`config.mk`:
```
export PLATFORM = sky130hd
export DESIGN_NAME = mask_encoder_d1
export DESIGN_NICKNAME = d
export VERILOG_FILES = /design/src/rtl/mask_encoder_d1.sv
export SDC_FILE = /design/constraint.sdc
export NUM_CORES = 1
export LEC_CHECK = 0
export BUFFER_PORTS_ARGS = -buffer_cell sky130_fd_sc_hd__buf_4
export CAP_MARGIN = 25
export CORE_MARGIN = 1
export CORE_UTILIZATION = 43
export DETAILED_ROUTE_END_ITERATION = 16
export HOLD_SLACK_MARGIN = 0.05
export PLACE_DENSITY = 0.72
export SLEW_MARGIN = 25
export SYNTH_ARGS = -nofsm -noshare
export SYNTH_HDL_FRONTEND = slang
export SYNTH_SLANG_ARGS = --single-unit
export TNS_END_PERCENT = 20
```
`constraint.sdc`:
```
create_clock -name clk -period 1.1 [get_ports clk]
set_input_delay 0.165 -clock clk [delete_from_list [all_inputs] [get_ports clk]]
set_output_delay 0.165 -clock clk [all_outputs]
set_load 0.02 [all_outputs]
```
`src/rtl/mask_encoder_d1.sv`:
```
// -----------------------------------------------------------------------------
// mask_encoder_d1
//   First-order Boolean masking encoder. Each accepted word `a` is split into
//   two shares using one fresh random mask `r`:
//     port_c_0 = r
//     port_c_1 = a ^ r
//   The block steps through IDLE (take word), LOAD (take mask) and OUT
//   (present shares). It therefore accepts at most one word every 3 cycles.
//   Share registers and the plaintext holding register are cleared once they
//   are no longer needed. This keeps stale secrets out of the datapath.
//
// Ports
//   clk, rst_n              clock (rising edge), async active-low reset
//   port_a/a_valid/a_ready  unmasked input word handshake
//   port_r/r_valid/r_ready  random mask handshake (one mask per word)
//   port_c_0/port_c_1       output shares
//   c_valid/c_ready         output share handshake
//   enc_cnt                 completed share handshakes, wraps silently
// -----------------------------------------------------------------------------
module mask_encoder_d1 #(
    parameter int WIDTH = 2,
    parameter int CNT_W = 8
) (
    input  logic             clk,
    input  logic             rst_n,
    input  logic [WIDTH-1:0] port_a,
    input  logic             a_valid,
    output logic             a_ready,
    input  logic [WIDTH-1:0] port_r,
    input  logic             r_valid,
    output logic             r_ready,
    output logic [WIDTH-1:0] port_c_0,
    output logic [WIDTH-1:0] port_c_1,
    output logic             c_valid,
    input  logic             c_ready,
    output logic [CNT_W-1:0] enc_cnt
);

    localparam logic [1:0] S_IDLE = 2'd0;
    localparam logic [1:0] S_LOAD = 2'd1;
    localparam logic [1:0] S_OUT  = 2'd2;

    localparam logic [CNT_W-1:0] CNT_ONE = {{(CNT_W-1){1'b0}}, 1'b1};

    logic [1:0]       state;
    logic [WIDTH-1:0] data_q;
    // Low while reset is asserted and for the first edge after release. It
    // keeps a_ready low until the block is out of reset. Because it is a
    // register, no path exists from rst_n to a_ready through logic.
    logic             init_q;

    // All handshake outputs come from registers only.
    assign a_ready = init_q && (state == S_IDLE);
    assign r_ready = (state == S_LOAD);
    assign c_valid = (state == S_OUT);

    always_ff @(posedge clk or negedge rst_n) begin
        if (!rst_n) begin
            state    <= S_IDLE;
            init_q   <= 1'b0;
            data_q   <= '0;
            port_c_0 <= '0;
            port_c_1 <= '0;
            enc_cnt  <= '0;
        end else begin
            init_q <= 1'b1;
            case (state)
                S_IDLE: begin
                    if (a_valid && a_ready) begin
                        data_q <= port_a;
                        state  <= S_LOAD;
                    end
                end
                S_LOAD: begin
                    if (r_valid) begin
                        // The plaintext is only ever combined with the mask
                        // into share 1. After that, the holding copy is wiped.
                        port_c_0 <= port_r;
                        port_c_1 <= data_q ^ port_r;
                        data_q   <= '0;
                        state    <= S_OUT;
                    end
                end
                S_OUT: begin
                    if (c_ready) begin
                        port_c_0 <= '0;
                        port_c_1 <= '0;
                        enc_cnt  <= enc_cnt + CNT_ONE;
                        state    <= S_IDLE;
                    end
                end
                default: begin
                    state <= S_IDLE;
                end
            endcase
        end
    end

endmodule
```
==> results of run 1 <==
## worst register-to-register path: stages (launching register included)
cell and delay [ps]:
dfrtp_1 420, buf_4 140, nand2b_4 140, buf_4 150, nor3_2 210, xor2_1 190
## logic make-up (layout without fill, tap and decap cells)
logic type	Yosys count	count (layout)	share of synthesized area (%)
mux	1	1	1.52
buf+inv	3	41	2.54
other cells	1	1	0.507
compound gates	8	8	7.78
xor+xnor	9	9	10.7
flops	17	17	57.5
simple gates	22	22	17.8
fa+ha+maj	1	1	1.69
## timing repair
action,4_1_cts,5_1_grt
resized for setup,19,9
endpoints found under the setup margin,18,24
pin swaps,11,3
buffers inserted,3,1
hold endpoints to repair,17,1
hold buffers,1,1
## routing by layer
| metal | up-vias | track usage, % |
|---|---|---|
| li1 | 290 | - |
| met1 | 296 | 25.7 |
| met2 | 23 | 26.4 |
| met3 | 5 | 5.00 |
| met4 | 0 | 9.38 |
| met5 | - | 0 |
## worst max path at each step
| stage | start | to | slack [ps] | depth (start not counted) |
|---|---|---|---|---|
| 2_1_floorplan | state[0] | enc_cnt[1] | -40 | 3 |
| 3_3_place_gp | state[0] | enc_cnt[1] | -50 | 2 |
| 3_5_place_dp | state[0] | port_c_1[1] | -90 | 3 |
| 4_1_cts | state[0] | a_ready | -230 | 3 |
| 5_1_grt | state[0] | a_ready | -330 | 3 |
| 6_report | state[0] | enc_cnt[5] | -230 | 5 |
## synthesized netlist by cell type
cell / instances
dfrtp_1: 17
nand2_1: 6
xor2_1: 6
a22o_1: 4
nand4_1: 4
o21ai_0: 3
xnor2_1: 3
and3b_1: 2
inv_1: 2
nor3_1: 2
a21o_1: 1
and3_1: 1
and4bb_2: 1
buf_6: 1
conb_1: 1
ha_1: 1
mux2_2: 1
nand2b_1: 1
nand3b_1: 1
nor2_1: 1
nor2_2: 1
nor2b_1: 1
nor3b_1: 1
## area by class of cell
class                           instances  area [sq um]
Fill cell                             105           424
Tap cell                               16          20.0
Multi-Input combinational cell         42           333
Clock inverter                          1          5.00
Clock buffer                            3          22.5
Inverter                                2          7.51
Sequential cell                        17           430
Timing Repair Buffer                   35           317
## flip-flops by register name, summed over array words and instances, names as in the netlist
signal,flops
enc_cnt,8
state,2
port_c_0,2
init_q,1
port_c_1,2
data_q,2
## power breakdown
| group | switching, mW | internal (mW) | total (mW) |
|---|---|---|---|
| clock network | 0.203 | 0.135 | 0.339 |
| logic | 0.493 | 0.598 | 1.09 |
| registers | 0.151 | 0.805 | 0.956 |
| total | 0.847 | 1.54 | 2.39 |
## through the flow
stage	hold WS (ps)	total power, mW	util [%]	setup TNS [ps]	cells
6_report	105	2.39	72.8	-2050	116
3_3_place_gp	39.2	1.84	62.3	-181	106
4_1_cts	89.9	2.34	70.3	-1570	114
5_1_grt	81.4	2.52	72.8	-3190	116
2_1_floorplan	-131	1.42	-	-105	62
3_5_place_dp	38.7	1.86	62.3	-454	106
==> impl_metrics.ini, run 1 <==
[logic_synthesis]
syn-instance-count = 62
syn_avg_cell_area_sq_um = 11.9
synth_top_area_cell = dfrtp_1
synth-seq-cells = 17
synth.top_cell.area_share_pct = 57.5
syn_area_sq_um = 739
ys_seq_area_share_pct = 57.5
syn_nets = 72
yosys_warnings = 0
ys_types = 23
yosys-top-cells-area = dfrtp_1 (58%), xor2_1 (7.1%), a22o_1 (4.7%)

[final_layout]
nets = 111
syn2layout_area_growth_pct = 53.5
n_antenna_cell = 0
fin_area_sq_um = 1130
layout_common_cells = buf_4 (20), dfrtp_1 (13), buf_6 (13), xor2_1 (6), nand2_1 (6)
final_common_cell = buf_4
drive_above_1_share_pct = 52.0

[power_and_ir_drop]
power_density_nw_per_um2 = 2100
ir_drop_mv = 1.16
p_leak_nw = 0.581

[global_route]
globalRoute.totalOverflow = 0
first_global_vias = 546
track_usage_pct = 18.4
antenna_found_initial = 0
grt_max_degree = 18
grt_pass1_wl_mm = 2.46

[place]
dpl_worst_slack_ps = -85.4
hpwl_mm = 1.09
dpl_cell_area_sq_um = 971
place.gp.congestion = 0.775
port_buffers = 23

[run_status]
violations = design-rule violations, negative setup slack
outcome = complete, but fails checks

[critical_path]
timing.rr.start = state[0]
crit_buf_inv = 2
endpoint_kind = flop
cp_max_fo = 4
regToRegSetupSlack_ps = -230
cp_data_arrival_time_ps = 1540
start_kind = flop
slowest_stage = dfrtp_1
crit_family = flip-flops
reg2reg_to = enc_cnt[5]
cpMostUsedCell = buf_4
rr_worst_depth = 5
crit_chain = buf_4 > nand2b_4 > buf_4 > nor3_2 > xor2_1
path_class = flop to flop
critPathRequiredTime_ps = 1310
critPathMaxStageDelay_ps = 420

[cts]
clock_latency_ps = 290
clockRootBuffer = clkbuf_4
clk_path_buf_depth = 2
cts_buffers = 3
htreeDepth = 1
path_clk_slew_ps = 100
cts.sinks = 17
cts_tree = done

[sta]
grt_setup_unrepaired = true
setup_viol = 20
period_share_pct = 121
maxSlewViolCount = 0
finalClockSkew_ps = 1.03
layout_setup_ws_ps = -227
period_minus_slack_ps = 1330
fmax_mhz = 754
finalHoldViolCount = 0

[routing]
met1_length_um = 700
finalWirelength_mm = 1.66
vias_per_cell = 5.29
wl_met2_um = 842
final_antenna_net_count = 0
detail_route.wl_per_cell_um = 14.3
first_pass_iters = 10
dr_total_vias = 614
wl_met3_um = 77
dr.first_iter.drc_count = 12
drc_errors = 2
maxUsedRoutingLayer = met4

[worst_hold_path]
worstHoldStart = port_a[0]
min_to = data_q[0]
holdPathStages = 3
hold_class = input pin to flop

[die]
die_height_um = 43.5
dieArea_sq_um = 1890
fp.dieW_um = 43.5
initial_core_util_pct = 47.4
ioPinCount = 24
coreArea_sq_um = 1560
fp-row-count = 14

[job]
cap_violations = 0
Note: power is estimated with default switching activity, not from simulation.
==> run 2, diff against run 1 <==
CORE_UTILIZATION = 45   (was 43)
CTS_BUF_LIST = sky130_fd_sc_hd__clkbuf_8   (was default)
PLACE_DENSITY = 0.75   (was 0.72)
==> run 2 against run 1 <==
Compared with the run above:
- the run ends with negative setup slack left
- worst setup slack better by 72 ps
- highest routed layer unchanged
- via count down 6.4%
- total power up 0.46%
- critical path type is now flop to primary output
- wire length down 7.0%
- hold slack better by 29 ps
- die area down 4.3%
- utilization down 3.2 points
- sequential share of layout area up 2.3 points
- combinational power down 9%
- cell count down 4.3%
- critical path depth down 2
- largest cell class unchanged
==> impl_metrics.ini, run 2 (synthesis results as in run 1) <==
[routing]
drc_errors = 0
detail_route.wl_per_cell_um = 13.9
finalWirelength_mm = 1.55
vias_per_cell = 5.18
dr_total_vias = 575
dr.first_iter.drc_count = 7
final_antenna_net_count = 0
first_pass_iters = 2

[die]
initial_core_util_pct = 48.5
fp.dieW_um = 42.5
dieArea_sq_um = 1810
ioPinCount = 24
coreArea_sq_um = 1520
die_height_um = 42.5
fp-row-count = 14

[critical_path]
worstSetupEndpoint = a_ready
regToRegSetupSlack_ps = -50
cp_data_arrival_time_ps = 1090
cp_max_fo = 4
reg2reg_to = enc_cnt[1]
critPathRequiredTime_ps = 940
crit_chain = buf_6 > nor3b_2 > buf_4
endpoint_kind = primary output
timing.rr.start = state[0]
slowest_stage = dfrtp_1
start_kind = flop
crit_path_start = state[0]
rr_worst_depth = 2
critPathMaxStageDelay_ps = 400
path_class = flop to primary output

[final_layout]
fin_area_sq_um = 1060
multi_input_area_sq_um = 308
syn2layout_area_growth_pct = 43.5
largest_reg_flops = 8
drive_above_1_share_pct = 41.1
final_common_cell = buf_4
n_antenna_cell = 0
seq_area_sq_um = 427
layout_common_cells = buf_4 (22), dfrtp_1 (16), buf_6 (7), xor2_1 (6), nand2_1 (6)
nets = 106
num-fill-cells = 117
regMostFlops = enc_cnt

[global_route]
grt_pass1_wl_mm = 2.50
antenna_found_initial = 0
track_usage_pct = 19.0
globalRoute.totalOverflow = 0
grt_max_degree = 18
first_global_vias = 579

[cts]
clk_path_buf_depth = 2
htreeDepth = 1
clockRootBuffer = clkbuf_8
clock_latency_ps = 240
post_cts.repair.setup_buffers = 0
cts.sinks = 17
path_clk_slew_ps = 60
cts_tree = done
cts_buffers = 3

[sta]
period_minus_slack_ps = 1260
fmax_mhz = 797
finalClockSkew_ps = 2.57
whs_ps = 134
finalHoldViolCount = 0
period_share_pct = 114
grt_setup_unrepaired = true
layout_setup_ws_ps = -155
maxSlewViolCount = 0
setup_viol = 10

[place]
dpl_cell_area_sq_um = 971
port_buffers = 23
hpwl_mm = 1.09
place.gp.congestion = 0.761

[worst_hold_path]
worstHoldStart = port_a[0]
hold_class = input pin to flop

[job]
cap_violations = 0

[power_and_ir_drop]
p_leak_nw = 0.562
ir_drop_mv = 1.24
power_density_nw_per_um2 = 2260

[run_status]
violations = negative setup slack
outcome = complete, but fails checks
[run 2: where the power goes]
group | switching [mW] | internal [mW] | leakage [nW]
registers | 0.155 | 0.804 | 0.220
logic | 0.470 | 0.522 | 0.315
clock network | 0.199 | 0.247 | 0.0269
total | 0.824 | 1.57 | 0.562
[run 2: worst max-delay path: cells and delay by family, from the launching register on]
kind                   cells  cell delay (ps)
DFF                        1              400
buffers and inverters      2              290
and+or+nand+nor            1              160
[run 2: repair_timing]
| item | 4_1_cts | 5_1_grt |
|---|---|---|
| resized for setup | 7 | 4 |
| hold buffers | 1 | 0 |
| endpoints found under the hold margin | 17 | 0 |
| endpoints found under the setup margin | 15 | 19 |
| pin swaps | 4 | 3 |
[run 2: routing by layer]
layer  part of all wire (%)  global-route usage (%)
met1                     44                    23.4
met3                    4.1                    3.02
met5                      0                       0
met4                    1.7                    9.38
met2                     51                    32.0
[run 2: how the worst min path moves through the flow]
| stage | to | cells past startpoint | slack (ps) |
|---|---|---|---|
| detailed placement | enc_cnt[5] | 1 | 40 |
| global placement | enc_cnt[5] | 1 | 40 |
| CTS | data_q[0] | 3 | 130 |
| floorplan | data_q[0] | 0 | -130 |
| global route | data_q[0] | 3 | 160 |
| finish | data_q[0] | 3 | 130 |
[run 2: final cells by class]
cell class / instances / share of cell area [%]
repair buffers: 30 / 23.9
inverters: 2 / 0.708
clock inverters: 1 / 0.354
clock buffers: 3 / 3.89
well taps: 16 / 1.89
flip-flops and latches: 17 / 40.2
multi-input cells: 42 / 29.0
[run 2: stage by stage]
step                utilization, %  power, mW  instances  TNS, ps  setup slack [ps]
global placement              63.7       1.83        106     -157             -48.6
finish                        69.6       2.40        111     -655              -155
CTS                           68.9       2.36        111     -679              -162
global route                  69.6       2.52        111    -1440              -203
floorplan                        -       1.42         62     -105             -39.9
detailed placement            63.7       1.86        106     -405             -79.0
